==> config.mk <==
export PLATFORM = sky130hd
export DESIGN_NAME = fifo_burst_reader
export DESIGN_NICKNAME = d
export VERILOG_FILES = /design/src/rtl/gact_fifo_pkg.sv /design/src/rtl/gact_skid_buffer2.sv /design/src/rtl/fifo_burst_reader.sv
export SDC_FILE = /design/constraint.sdc
export NUM_CORES = 1
export LEC_CHECK = 0
export CAP_MARGIN = 5
export CORE_ASPECT_RATIO = 1.2
export CORE_MARGIN = 2
export CORE_UTILIZATION = 40
export CTS_CLUSTER_SIZE = 12
export DETAILED_ROUTE_END_ITERATION = 10
export PLACE_DENSITY_LB_ADDON = 0.25
export SKIP_LAST_GASP = 1
export SYNTH_ARGS = -nofsm -noshare
export SYNTH_HDL_FRONTEND = slang
export SYNTH_HIERARCHICAL = 1
export SYNTH_SLANG_ARGS = --single-unit
==> constraint.sdc <==
create_clock -name clk -period 5 [get_ports clk]
set_input_delay 1 -clock clk [delete_from_list [all_inputs] [get_ports clk]]
set_output_delay 1 -clock clk [all_outputs]
set_load 0.01 [all_outputs]
==> src/rtl/gact_fifo_pkg.sv <==
// Shared definitions for the GACT count-FIFO read path.
// Holds the controller state encoding and the skid buffer sizing.
// Imported by the burst reader and its skid buffer.
package gact_fifo_pkg;

  localparam logic [1:0] IDLE  = 2'd0;
  localparam logic [1:0] RUN   = 2'd1;
  localparam logic [1:0] DRAIN = 2'd2;
  localparam logic [1:0] DONE  = 2'd3;

  typedef enum logic [1:0] {
    S_IDLE  = IDLE,
    S_RUN   = RUN,
    S_DRAIN = DRAIN,
    S_DONE  = DONE
  } state_t;

  // Two entries cover the BRAM read latency plus one held beat.
  localparam int SKID_DEPTH = 2;
  localparam int OCC_WIDTH  = $clog2(SKID_DEPTH + 1);

endpackage

==> src/rtl/gact_skid_buffer2.sv <==
// Purpose: 2-entry registered buffer between the BRAM read port and the stream.
// Latency: an entry pushed in cycle t is visible at the head in cycle t+1.
// Backpressure: none internally; the caller never pushes into a full buffer.
module gact_skid_buffer2
  import gact_fifo_pkg::*;
#(
  parameter int DATA_WIDTH = 8
) (
  input  logic                  clk,
  input  logic                  rst,
  input  logic                  push,
  input  logic [DATA_WIDTH-1:0] push_data,
  input  logic                  pop,
  output logic                  head_valid,
  output logic [DATA_WIDTH-1:0] head_data,
  output logic [OCC_WIDTH-1:0]  occupancy
);

  logic [DATA_WIDTH-1:0] slot0;
  logic [DATA_WIDTH-1:0] slot1;
  logic [OCC_WIDTH-1:0]  count;
  logic                  pop_ok;

  // A pop on an empty buffer is meaningless, so it is ignored.
  assign pop_ok     = pop & head_valid;
  assign head_valid = (count != '0);
  assign head_data  = slot0;
  assign occupancy  = count;

  // slot0 is always the head; slot1 only holds data when two entries are present.
  always_ff @(posedge clk) begin
    if (rst) begin
      count <= '0;
      slot0 <= '0;
      slot1 <= '0;
    end else begin
      case ({push, pop_ok})
        2'b10: begin
          if (count == '0) slot0 <= push_data;
          else             slot1 <= push_data;
          count <= count + OCC_WIDTH'(1);
        end
        2'b01: begin
          slot0 <= slot1;
          count <= count - OCC_WIDTH'(1);
        end
        2'b11: begin
          if (count == OCC_WIDTH'(1)) begin
            slot0 <= push_data;
          end else begin
            slot0 <= slot1;
            slot1 <= push_data;
          end
        end
        default: ;
      endcase
    end
  end

endmodule

==> src/rtl/fifo_burst_reader.sv <==
// Purpose: pops a commanded burst from the count FIFO and streams it with out_last.
// Latency: start in cycle 0, first pop in cycle 1, first beat in cycle 3, then 1 beat/cycle.
// Backpressure: out_ready low holds the head beat; pops stop once two entries are owed.
module fifo_burst_reader
  import gact_fifo_pkg::*;
#(
  parameter int DATA_WIDTH  = 8,
  parameter int DEPTH_WIDTH = 3,
  parameter int LEN_WIDTH   = 16
) (
  input  logic                   clk,
  input  logic                   rst,
  input  logic                   burst_start,
  input  logic [LEN_WIDTH-1:0]   burst_len,
  output logic                   burst_busy,
  output logic                   burst_done,
  input  logic [DEPTH_WIDTH:0]   fifo_count,
  output logic                   fifo_rd_en,
  input  logic [DATA_WIDTH-1:0]  fifo_rd_data,
  output logic                   out_valid,
  output logic [DATA_WIDTH-1:0]  out_data,
  output logic                   out_last,
  input  logic                   out_ready
);

  state_t                 state;
  state_t                 state_nxt;
  logic [LEN_WIDTH-1:0]   pops_left;
  logic [LEN_WIDTH-1:0]   beats_left;
  logic                   rd_inflight;
  logic [OCC_WIDTH-1:0]   skid_occ;
  logic                   beat;
  logic [OCC_WIDTH:0]     occ_net;

  assign beat = out_valid & out_ready;

  // Entries already owed to the skid buffer after this cycle's dequeue; a pop
  // is only safe when this leaves room for the data arriving next cycle.
  assign occ_net = {1'b0, skid_occ}
                 + {{OCC_WIDTH{1'b0}}, rd_inflight}
                 - {{OCC_WIDTH{1'b0}}, beat};

  assign burst_busy = (state != S_IDLE);
  assign burst_done = (state == S_DONE);
  assign out_last   = out_valid & (beats_left == LEN_WIDTH'(1));

  // State register.
  always_ff @(posedge clk) begin
    if (rst) state <= S_IDLE;
    else     state <= state_nxt;
  end

  // Next-state and pop decision.
  always_comb begin
    state_nxt  = state;
    fifo_rd_en = 1'b0;
    case (state)
      S_IDLE: begin
        if (burst_start) state_nxt = (burst_len == '0) ? S_DONE : S_RUN;
      end
      S_RUN: begin
        fifo_rd_en = (pops_left != '0) && (fifo_count != '0)
                   && (occ_net < (OCC_WIDTH + 1)'(SKID_DEPTH));
        if (pops_left == '0) state_nxt = S_DRAIN;
      end
      S_DRAIN: begin
        if (beat && (beats_left == LEN_WIDTH'(1))) state_nxt = S_DONE;
      end
      S_DONE: state_nxt = S_IDLE;
      default: state_nxt = S_IDLE;
    endcase
  end

  // Burst counters: loaded on an accepted command, then count pops and beats down.
  always_ff @(posedge clk) begin
    if (rst) begin
      pops_left  <= '0;
      beats_left <= '0;
    end else if ((state == S_IDLE) && burst_start) begin
      pops_left  <= burst_len;
      beats_left <= burst_len;
    end else begin
      if (fifo_rd_en) pops_left  <= pops_left - LEN_WIDTH'(1);
      if (beat)       beats_left <= beats_left - LEN_WIDTH'(1);
    end
  end

  // Tracks the BRAM read latency: data for a pop arrives the following cycle.
  always_ff @(posedge clk) begin
    if (rst) rd_inflight <= 1'b0;
    else     rd_inflight <= fifo_rd_en;
  end

  gact_skid_buffer2 #(
    .DATA_WIDTH (DATA_WIDTH)
  ) u_skid (
    .clk        (clk),
    .rst        (rst),
    .push       (rd_inflight),
    .push_data  (fifo_rd_data),
    .pop        (beat),
    .head_valid (out_valid),
    .head_data  (out_data),
    .occupancy  (skid_occ)
  );

endmodule
==> results of run 1 <==
[placed cells by master, fill, tap and decap left out, drive strengths merged, types with 3 or more instances in the layout]
master,Yosys,final
or3,6,6
or4b,3,3
or4,14,14
nor2,32,32
nand2,8,8
mux2i,8,8
buf,5,4
dfxtp,53,53
clkbuf,9,7
a21oi,22,22
o21ai,8,8
xnor2,13,13
inv,18,18
nor3,19,19
nand3,3,3
o31ai,9,9
nor4,10,10
ha,17,17
nand2b,3,3
clkdlybuf4s50,0,44
xor2,7,7
o211ai,3,3
a211oi,3,3
or2,3,3
nor2b,4,4
a31oi,12,12
o21bai,14,14
a221oi,8,8
[cells in the mapped netlist, drive strengths merged, types with 2 or more instances]
library cell	number
buf	5
nand3	3
nor2	32
nor4	10
or3	6
o31a	2
inv	18
o31ai	9
or4b	3
dfxtp	53
mux2i	8
ha	17
a211oi	3
xnor2	13
nor3	19
nand2	8
clkbuf	9
or4	14
or2	3
and3	2
nor2b	4
a21oi	22
o21bai	14
a221oi	8
a31oi	12
xor2	7
nand2b	3
o211ai	3
o21ai	8
[tightest hold or removal path: cells and delay by family, from the launching register on]
kind / cells / cell delay (ns)
AO/OA/AOI/OAI: 2 / 0.13
flip-flops: 1 / 0.33
[stage by stage]
step	std cells	utilization	total power, mW	hold WS (ns)	area [um^2]
after floorplan	325	-	1.43	0.470	2990
after global placement	449	0.483	1.71	0.488	3510
after CTS	456	0.495	1.98	0.512	3600
after detailed placement	449	0.483	1.73	0.496	3510
final	456	0.495	1.97	0.510	3600
after global routing	456	0.495	2.14	0.550	3600
[worst max-delay path by stage]
stage          startpoint          to  depth (start not counted)
6_report        out_ready  fifo_rd_en                         11
5_1_grt         out_ready  fifo_rd_en                         11
4_1_cts         out_ready  fifo_rd_en                         11
3_5_place_dp    out_ready  fifo_rd_en                         11
3_3_place_gp    out_ready  fifo_rd_en                         11
2_1_floorplan   out_ready  fifo_rd_en                          9
[kinds of logic after synthesis]
family          Yosys count
flops                    53
compound gates           83
buf+inv                  32
simple gates            111
mux                       8
xor+xnor                 20
fa+ha+maj                18
[per-layer routing]
layer  vias to the layer above  GRT usage  share of wire
li1                       1274          -              -
met5                         -          0              0
met1                      1153      0.217           0.46
met4                         0     0.0631          0.021
met3                        10     0.0377          0.038
met2                        58      0.316           0.48
[power breakdown]
part | internal [mW] | switching [mW] | total (mW)
clock | 0.110 | 0.135 | 0.245
sequential | 0.566 | 0.125 | 0.691
combinational | 0.451 | 0.582 | 1.03
total | 1.13 | 0.842 | 1.97
[cell type report]
| cell class | instances | area (um^2) |
|---|---|---|
| clock buffer | 7 | 86.3 |
| fill | 700 | 3680 |
| inverter | 18 | 67.6 |
| multi-input combinational | 240 | 1800 |
| sequential | 53 | 1060 |
| tap | 90 | 113 |
| timing repair buffer | 48 | 470 |
[state kept, by name, summed over array words and instances (netlist names)]
name and cells:
beats_left 16, pops_left 16, u_skid/head_data 8, u_skid/slot1 8
state 2, u_skid/occupancy 2, rd_inflight 1
==> results.md, run 1 <==
- Critical path required time: 4.00 ns
- DR WL/cell: 15.4 um
- Die width: 83.0 um
- Hold Path Origin: pops_left[14]
- Worst r2r src: u_skid/occupancy[1]
- Worst VDD drop: 0.000251 V
- CP Buf/Inv Count: 4
- Synth top area cells: dfxtp_1, ha_1, a221oi_2, nor2_1, xnor2_1
- Pin count of the biggest net entering global routing: 41
- Area Growth Syn to Fin: 20.2%
- GP Congestion: 0.805
- Post-synth EDFFs: 0
- CTS Hold Bufs: 0
- Io pins: 45
- Die area: 8200 um^2
- Clk_lat worst skew: 0.31 ns
- Clk sink count: 53
- # DRC: 0
- Hpwl dp: 5.29 mm
- Power Density: 547 nW/um^2
- Setup Buffers After CTS: 0
- Area share of fa/ha/maj cells after synthesis: 0.0777
- Routed Antenna Nets: 0
- Top cell type's share of synthesized area: 0.354
- CTS tree: built
- Sequential fraction of the synthesis area: 0.354
- Most common cell on crit path: clkdlybuf4s50_1
- Tmin final: 4.57 ns
- Mean Syn Cell Area: 9.21 um^2
- Gate Count Post-Synth: 325
- Leak Pwr: 1.34 nW
- Multiplexer share of the synthesized area: 0.0267
- Slew Limit Fails: 0
- Vias in the first global route: 2,536
- Slowest CP cell: clkdlybuf4s50_1
- Hold-critical path depth: 2
- Outcome: finished, final reports clean
- Crit-path cells: clkdlybuf4s50_1, nand2_1, inv_1, ha_1, nand2b_1, fa_1, xor2_1, nor2_1, o2111ai_4, inv_2, clkdlybuf4s50_1
- Setup tns final: 0 ns
- Worst setup SP type: input pin
- Mapped Area: 2990 um^2
- Die height: 98.8 um
- Reg2Reg Setup Slack: 1.56 ns
- Final setup skew: 0.00817 ns
- Async S/R FF share, synth: 0
- Post-Synth Simple-Gate Area: 0.219
- Xor/xnor share of the synthesized area: 0.0585
- Layout cell share with drive strength beyond 1: 0.117
- Clock Tree Root: clkbuf_8
- GRT Util Overall: 0.180
- Final setup fails: 0
- Actual slew at the worst max-slew pin: 0.709 ns
- Crit path max-delay family: buffers and inverters
- Worst setup EP type: primary output
- Synthesis-stage register bit count: 53
- Register clock-pin slew on the reported worst setup and hold paths: 0.09 ns
- Global-route wire length before repair: 12.1 mm
- Core box area: 7270 um^2
- H-tree levels: 2
- Cts bufs inserted: 5
- Drt total wl: 7.04 mm
- Maxcap violations: 0
- CP Class: in -> out
- Vias per cell: 5.47
- Maximum clock path buffer count: 2
- Fin crit share: 0.915
- Initial DRT Pass Iterations: 4
- Post-route worst setup slack: 0.427 ns
- Nets: 416
- Unrepaired setup endpoints after global routing: no
- Top cell type by total area after synthesis: dfxtp_1
- Ys flop type: dfxtp_1
- WP data arrival: 3.57 ns
- Vias: 2,495
- Max Fclk: 0.219 GHz
- I/O Buffers: 44
- Final Hold Vio Count: 0
- Worst Reg-to-Reg Cells: 13
- Main combinational cell family by area after synthesis: compound AO/OA/AOI/OAI gates
- CP max FO: 3
- # diodes: 0
- Grt ovf: 0
- Compound-gate portion of the synthesized area: 0.219
- Rows: 34
- Initial Util: 0.412
- Synth warn: 6
- Post-cts sizing count: 0
- Setup WS pre-CTS: 0.409 ns
- Antenna violations before repair: 0
- Worst hold path class: reg -> reg
- Starting DRT DRC Count: 169
- RR Endpoint: pops_left[14]
- Syn Nets: 375
- Distinct cells, synth: 49
- Worst hold endpoint: pops_left[14]
- Slew headroom: 0.527
- Max stage delay on crit path: 0.56 ns
Note: power is estimated with default switching activity, not from simulation.
==> run 2: changes to the inputs <==
- CORE_MARGIN: 2 -> default
==> run 2 against run 1 <==
Compared with the run above: power fell by 0.34%; global-route usage up 0.79 points; worst setup slack lost 0.017 ns; first-iteration DRC count fell by 42%.
==> results.md, run 2 (synthesis results as in run 1) <==
- Outcome: finished, final reports clean
- Dpl cells: 449 (unchanged)
- Rows: 34 (unchanged)
- Routed Antenna Nets: 0 (unchanged)
- CP Class: in -> out
- Antenna violations before repair: 0 (unchanged)
- Max Fclk: 0.218 GHz (-0.36%)
- Worst Reg-to-Reg Cells: 13 (unchanged)
- GP Congestion: 0.789 (-2.0%)
- GRT Util Overall: 0.188 (+0.00790)
- Layout fillers: 716 (+2.3%)
- Maxcap violations: 0 (unchanged)
- Slew headroom: 0.307 (-0.220)
- Area Growth Syn to Fin: 20.1% (about the same)
- Commonest non-fill, non-tap cell in the layout: dfxtp_1
- CTS tree: built
- CP Buf/Inv Count: 4 (unchanged)
- Unrepaired setup endpoints after global routing: no
- RR Endpoint: pops_left[14]
- I/O Buffers: 44 (unchanged)
- Regs by FF count: beats_left: 16 flops, pops_left: 16 flops
- Initial Util: 0.414 (+0.00242)
- # diodes: 0 (unchanged)
- Leak Pwr: 1.33 nW (-0.44%)
- Slowest CP cell: clkdlybuf4s50_1
- Slew Limit Fails: 0 (unchanged)
- CTS Hold Bufs: 0 (unchanged)
- # DRC: 0 (unchanged)
- Drt total wl: 6.96 mm (-1.2%)
- Dpl cell area: 3510 um^2 (unchanged)
- Final Util: 0.497 (+0.00256)
- Vias: 2,508 (+0.52%)
- Leading cell types in the layout, fill and taps excluded: dfxtp_1, clkdlybuf4s50_1, nor2_1, a21oi_1, ha_1
- Io pins: 45 (unchanged)
- DR WL/cell: 15.2 um (-1.4%)
- Initial DRT Pass Iterations: 4 (unchanged)
- Clk sink count: 53 (unchanged)
- Hold WS: 0.512 ns (+0.00287 ns)
- Global-route wire length before repair: 11.5 mm (-4.4%)
- Vias per cell: 5.49 (+0.30%)
- Critical path required time: 4.00 ns (about the same)
- Worst r2r src: u_skid/occupancy[1]
- Worst setup SP type: input pin
- Crit-path cells: clkdlybuf4s50_1, nand2_1, inv_1, ha_1, nand2b_1, fa_1, xor2_1, nor2_1, o2111ai_4, inv_2, clkdlybuf4s50_1
- Worst hold path class: reg -> reg
- Final setup skew: 0.0121 ns (+0.00388 ns)
- CP endpoint: fifo_rd_en
- Fin crit share: 0.918 (+0.00334)
- Clk_lat worst skew: 0.31 ns (about the same)
- Total power: 1.96 mW (-0.34%)
- Die area: 7840 um^2 (-4.4%)
- WP data arrival: 3.59 ns (+0.02 ns)
- CP max FO: 3 (unchanged)
- Layout cell share with drive strength beyond 1: 0.117 (-0.000320)
- Pin count of the biggest net entering global routing: 41 (unchanged)
- Tmin final: 4.59 ns (+0.0167 ns)
- Power Density: 546 nW/um^2 (-0.27%)
- Setup Buffers After CTS: 0 (unchanged)
- Die width: 81.0 um (-2.4%)
- Nets: 416 (unchanged)
- Final Hold Vio Count: 0 (unchanged)
- Grt ovf: 0 (unchanged)
- Actual slew at the worst max-slew pin: 1.04 ns (+0.328 ns)
- Worst VDD drop: 0.000243 V (-3.0%)
- Hpwl dp: 5.31 mm (+0.35%)
- Final setup fails: 0 (unchanged)
- Register clock-pin slew on the reported worst setup and hold paths: 0.10 ns (about the same)
- Setup WS pre-CTS: 0.416 ns (+0.00631 ns)
- Max stage delay on crit path: 0.55 ns (about the same)
- Clock Tree Root: clkbuf_8
- Die height: 96.8 um (-2.0%)
- Non-Filler Instances: 457 (+0.22%)
- FF+latch area: 1060 um^2 (unchanged)
- Worst setup EP type: primary output
- Multi-input gate area: 1800 um^2 (unchanged)
- Most common cell on crit path: clkdlybuf4s50_1
- Reg2Reg Setup Slack: 1.54 ns (-0.02 ns)
- Crit path max-delay family: buffers and inverters
- Vias in the first global route: 2,469 (-2.6%)
- Post-route design area: 3600 um^2 (about the same)
- Core box area: 7230 um^2 (-0.58%)
- Setup tns final: 0 ns (unchanged)
- Worst Setup SP: out_ready
- Maximum clock path buffer count: 2 (unchanged)
- Cts bufs inserted: 5 (unchanged)
- H-tree levels: 2 (unchanged)
- Post-cts sizing count: 0 (unchanged)
- Post-route worst setup slack: 0.411 ns (-0.0167 ns)
- Stages on the worst setup path: 11 (unchanged)
- Starting DRT DRC Count: 98 (-42%)
-- run 2: cell count changes in the layout (fill, tap and decap cells not counted) --
cell / delta
clkinvlp_4: +1
clkbuf_1: +1
clkbuf_8: -1
-- run 2: final cells by class --
cell class              instances  share of cell area
inverters                      18              0.0188
well taps                      90              0.0313
clock inverters                 1             0.00209
multi-input cells             240               0.501
flip-flops and latches         53               0.295
repair buffers                 48               0.131
clock buffers                   7              0.0212
-- run 2: power by group --
part	total, mW	internal [mW]	switching, mW
sequential	0.691	0.566	0.125
clock	0.236	0.0994	0.137
combinational	1.03	0.453	0.582
-- run 2: tightest hold or removal path, cell delays in order, from the launching register on --
cell and delay [ns]:
dfxtp_1 0.34, o31ai_1 0.06, a31oi_1 0.07
-- run 2: worst min-delay path by stage --
stage | from | endpoint | cells past startpoint
2_1_floorplan | pops_left[5] | pops_left[5] | 2
3_3_place_gp | u_skid/head_data[3] | u_skid/head_data[3] | 2
3_5_place_dp | u_skid/head_data[3] | u_skid/head_data[3] | 2
4_1_cts | pops_left[14] | pops_left[14] | 2
5_1_grt | u_skid/head_data[7] | u_skid/head_data[7] | 2
6_report | pops_left[14] | pops_left[14] | 2
-- run 2: layer usage --
metal | up-vias | part of all wire | GRT usage
met4 | 0 | 0.015 | 0.0495
met2 | 70 | 0.50 | 0.339
met1 | 1161 | 0.44 | 0.220
met5 | - | 0 | 0
met3 | 10 | 0.049 | 0.0349
li1 | 1267 | - | -
